--- src/rtl/instr_fetch_unit.sv ---
// Instruction fetch front end: PC register, credit-limited in-order memory requests,
// and a small {word, pc} buffer handed to decode under valid/ready, flushed by redirects.
module instr_fetch_unit #(
  parameter logic [31:0] RESET_PC = 32'h0000_0000,
  parameter int          DEPTH    = 2
) (
  input  logic        clk,
  input  logic        rst_n,
  output logic        imem_req_valid,
  input  logic        imem_req_ready,
  output logic [31:0] imem_addr,
  input  logic        imem_resp_valid,
  input  logic [31:0] imem_resp_data,
  input  logic        redirect_valid,
  input  logic [31:0] redirect_pc,
  output logic        instr_valid,
  input  logic        instr_ready,
  output logic [31:0] instruction,
  output logic [31:0] instr_pc
);

  localparam int            CW       = $clog2(DEPTH + 1);
  localparam int            PW       = $clog2(DEPTH);
  localparam logic [PW-1:0] LAST_PTR = PW'(DEPTH - 1);
  localparam logic [CW:0]   DEPTH_W  = (CW + 1)'(DEPTH);

  logic [31:0]   pc_q, pc_d;
  logic [31:0]   resp_pc_q, resp_pc_d;
  logic [CW-1:0] inflight_q, inflight_d;
  logic [CW-1:0] discard_q, discard_d;
  logic [CW-1:0] count_q, count_d;
  logic [PW-1:0] rd_ptr_q, rd_ptr_d;
  logic [PW-1:0] wr_ptr_q, wr_ptr_d;

  logic [31:0]   word_mem [DEPTH];
  logic [31:0]   pc_mem   [DEPTH];

  logic [CW:0]   credit_used;
  logic [31:0]   target;
  logic          req_fire;
  logic          keep_resp;
  logic          drop_resp;
  logic          pop;

  function automatic logic [PW-1:0] next_ptr(input logic [PW-1:0] p);
    return (p == LAST_PTR) ? '0 : p + PW'(1);
  endfunction

  // Every accepted request owns a buffer slot until it is popped or discarded.
  assign credit_used    = {1'b0, inflight_q} + {1'b0, count_q};
  assign imem_req_valid = rst_n && (credit_used < DEPTH_W) && !redirect_valid;
  assign req_fire       = imem_req_valid && imem_req_ready;
  assign target         = redirect_pc & 32'hFFFF_FFFC;

  assign keep_resp = imem_resp_valid && !redirect_valid && (discard_q == '0);
  assign drop_resp = imem_resp_valid && !redirect_valid && (discard_q != '0);
  assign pop       = instr_valid && instr_ready && !redirect_valid;

  assign imem_addr   = pc_q;
  assign instr_valid = (count_q != '0);
  assign instruction = word_mem[rd_ptr_q];
  assign instr_pc    = pc_mem[rd_ptr_q];

  always_comb begin
    pc_d       = pc_q;
    resp_pc_d  = resp_pc_q;
    inflight_d = inflight_q;
    discard_d  = discard_q;
    count_d    = count_q;
    rd_ptr_d   = rd_ptr_q;
    wr_ptr_d   = wr_ptr_q;

    if (redirect_valid) begin
      // Everything still outstanding belongs to the old path, except a response landing right now.
      pc_d       = target;
      resp_pc_d  = target;
      inflight_d = inflight_q - CW'(imem_resp_valid);
      discard_d  = inflight_q - CW'(imem_resp_valid);
      count_d    = '0;
      rd_ptr_d   = '0;
      wr_ptr_d   = '0;
    end else begin
      if (req_fire) begin
        pc_d = pc_q + 32'd4;
      end
      inflight_d = inflight_q + CW'(req_fire) - CW'(imem_resp_valid);
      if (drop_resp) begin
        discard_d = discard_q - CW'(1);
      end
      if (keep_resp) begin
        resp_pc_d = resp_pc_q + 32'd4;
        wr_ptr_d  = next_ptr(wr_ptr_q);
      end
      if (pop) begin
        rd_ptr_d = next_ptr(rd_ptr_q);
      end
      count_d = count_q + CW'(keep_resp) - CW'(pop);
    end
  end

  always_ff @(posedge clk or negedge rst_n) begin
    if (!rst_n) begin
      pc_q       <= RESET_PC;
      resp_pc_q  <= RESET_PC;
      inflight_q <= '0;
      discard_q  <= '0;
      count_q    <= '0;
      rd_ptr_q   <= '0;
      wr_ptr_q   <= '0;
    end else begin
      pc_q       <= pc_d;
      resp_pc_q  <= resp_pc_d;
      inflight_q <= inflight_d;
      discard_q  <= discard_d;
      count_q    <= count_d;
      rd_ptr_q   <= rd_ptr_d;
      wr_ptr_q   <= wr_ptr_d;
    end
  end

  // Storage is reset so the head presents the defined reset word and PC.
  always_ff @(posedge clk or negedge rst_n) begin
    if (!rst_n) begin
      for (int i = 0; i < DEPTH; i++) begin
        word_mem[i] <= '0;
        pc_mem[i]   <= RESET_PC;
      end
    end else if (keep_resp) begin
      word_mem[wr_ptr_q] <= imem_resp_data;
      pc_mem[wr_ptr_q]   <= resp_pc_q;
    end
  end

endmodule

--- config.mk ---
export PLATFORM = sky130hd
export DESIGN_NAME = instr_fetch_unit
export DESIGN_NICKNAME = d
export VERILOG_FILES = /design/src/rtl/instr_fetch_unit.sv
export SDC_FILE = /design/constraint.sdc
export NUM_CORES = 1
export LEC_CHECK = 0
export BUFFER_PORTS_ARGS = -buffer_cell sky130_fd_sc_hd__buf_2
export CORE_MARGIN = 8
export CORE_UTILIZATION = 56
export CTS_CLUSTER_SIZE = 8
export DETAILED_ROUTE_END_ITERATION = 6
export PLACE_DENSITY = 0.8
export SLEW_MARGIN = 40
export SYNTH_ARGS = -nofsm -noshare
export SYNTH_HDL_FRONTEND = slang
export SYNTH_SLANG_ARGS = --single-unit
--- constraint.sdc ---
create_clock -name clk -period 3.6 [get_ports clk]
set_clock_uncertainty 0.1 [all_clocks]
set_input_delay 0.18 -clock clk [delete_from_list [all_inputs] [get_ports clk]]
set_output_delay 0.18 -clock clk [all_outputs]
set_load 0.1 [all_outputs]
==> run metrics <==
Pwr Density 942 mW/mm2; LEAKAGE 0.00525 uW; r2r setup slk 0.42 ns; CP Capture Type flip-flop; I/O pin count 168; clock-pin slew on the worst setup and hold paths 0.08 ns; Syn Area/Cell 12.0 um2; Clk Latency, worst-skew pair 0.43 ns; initial core utilization 0.574; cts bufs inserted 17; Vias 7196; number of synthesis warnings 0; Reg area 0.00481 mm2; Critical Path AT 3.42 ns; Overflow after GRT 0; largest net degree at the start of global routing 98; layout overhead on the synthesized area 23.3%; fillcell total 1178; # setup viols final 0; setup TNS after final layout 0 ns; DIE AREA 0.0214 mm2; first-pass GRT wire length 39.3 mm; 1st-pass router iterations 7; initial DRC count 447; RSZ-0062 raised after global routing false; final wirelength 23.9 mm; # rows 47; R2R depth 10; clk sinks 192; share of cells above drive strength 1 0.418; Hold Fails Final Rpt 0; #FFs+latches synth 192; EDFF count, synth 0; Multi-input gate area 0.00444 mm2; CTS tree built; drt wl/cell 19.4 um; FMAX 315 MHz; top-count cell post-synth mux2_2; crit path time final 3.18 ns; synthesized area 0.00952 mm2; Die Width 146 um; status finished, final reports clean; CP max FO 7; # nets final 1076; top-area cell type share of the netlist area 0.505; Synth area leader dfrtp_1; via/cell ratio 5.84; Synth cell types 47; hold depth 3; Peak VDD IR 1.16 mV; fin. max-slew vios 0; Power Total 11000 uW; Min Hold Slack 0.0323 ns; final core occ 0.707; Max Root-Sink Buffers 2; sequential share of the synthesized area 0.505; critical path type flip-flop to flip-flop; CP Launch Type flip-flop; Final ANT Viol Nets 0; GPL Wtd Cong 0.853; vias in the first global route 7528; IO Port Bufs 161; Max-Cap Viols 0; total track usage 0.226; die extent in y 146 um; min-delay worst type input pin to flip-flop; Most used DFF post-synth dfrtp_1; Post-synth top cells 203 x mux2_2, 192 x dfrtp_1, 42 x nor2_1; top post-synthesis cells by area dfrtp_1 50%, mux2_2 24%, and4_1 1.9%; DRC viols 0; Post-DP HPWL 15.7 mm; initial antenna violation count 2; H-Tree Depth 4; Worst EP required 3.84 ns; core box area 0.0166 mm2; Post-Syn Instances 792; clock root buffer clkbuf_16; final period utilization 0.883; measured slew at the worst slew-check pin 0.770 ns; asr flop ratio synth 1.00; Slew HR 0.479
cell families (layout without fill, tap and decap cells):
group                      Yosys count  after routing  synth area share
AOI/OAI and AO/OA                   75             75            0.0519
xor gates and xnor gates            27             27            0.0248
adders and majority gates            9              9            0.0126
buffers and inverters               63            278            0.0322
DFF                                192            192             0.505
muxes                              205            205             0.242
other                                1              6          0.000394
and+or+nand+nor                    220            220             0.131
power breakdown:
group | leakage (uW) | switching [uW] | total [uW] | internal, uW
Clock | 0.000277 | 913 | 1840 | 927
Sequential | 0.00236 | 501 | 3410 | 2910
Combinational | 0.00262 | 4350 | 5800 | 1450
Total | 0.00525 | 5760 | 11000 | 5280
critical path: stages, from the launching register on:
cell	delay, ns
dfrtp_1	0.40
and2_1	0.17
fa_1	0.49
nor4bb_2	0.73
nand2_1	0.13
ha_1	0.30
inv_1	0.04
ha_1	0.19
xnor2_1	0.12
o21ai_0	0.22
xor2_1	0.20
what timing repair did:
| item | in CTS | in global routing |
|---|---|---|
| endpoints found under the hold margin | 201 | 0 |
| resized for setup | 0 | 0 |
| setup endpoints to repair | 0 | 0 |
| setup buffers | 0 | 0 |
| hold buffers | 62 | 0 |
flip-flops by register name, summed over array words and instances, names as in the netlist:
name / count
resp_pc_q: 30
imem_addr: 30
word_mem: 64
rd_ptr_q: 1
pc_mem: 60
discard_q: 2
count_q: 2
inflight_q: 2
wr_ptr_q: 1
layout by cell type (no fill, tap or decap), types with 7 or more instances in the layout:
master         count
nand4_1           26
dlygate4sd3_1     62
nand3_1           18
o31ai_1           11
xnor2_1           20
o21ai_0           14
buf_4              8
and2_1            11
or4_1             14
nand2_1           32
ha_1               8
xor2_1             7
dfrtp_1          191
mux2_2           203
clkbuf_16         17
nor3_1            12
and3_1            10
a21oi_1           10
nor2_1            41
buf_2            160
nor4_1             7
a211oi_1          11
inv_1             10
a31oi_1           19
and4_1            21
layout make-up:
cell class                 instances  area share
sequential                       192       0.410
multi-input combinational        540       0.378
timing repair buffer             235       0.135
clock buffer                      18      0.0366
tap                              220      0.0235
clock inverter                    14      0.0132
inverter                          11     0.00352
antenna                            2    0.000427
per-stage QoR:
stage                     cells  area (um2)  worst slack (ns)
after detailed placement   1136       10500             0.477
after CTS                  1230       11700             0.413
after global placement     1135       10500             0.620
after global routing       1232       11700             0.262
after floorplan             795        9540             0.533
final                      1232       11700             0.421
metal layers:
layer | GRT usage | vias up | wire length [um]
met5 | 0 | - | 0
met1 | 0.277 | 3622 | 9890
met2 | 0.376 | 213 | 12000
met4 | 0.0860 | 0 | 580
li1 | - | 3326 | -
met3 | 0.0566 | 35 | 1400
worst paths after layout:
kind | startpoint | end
min in group asynchronous | rst_n | count_q[1]
min | redirect_pc[21] | resp_pc_q[21]
max reg2reg | inflight_q[0] | inflight_q[1]
max | inflight_q[0] | inflight_q[1]
min reg2reg | pc_mem[12] | pc_mem[12]
max in group asynchronous | rst_n | word_mem[47]
No activity file was read; power rests on OpenSTA's default activity.
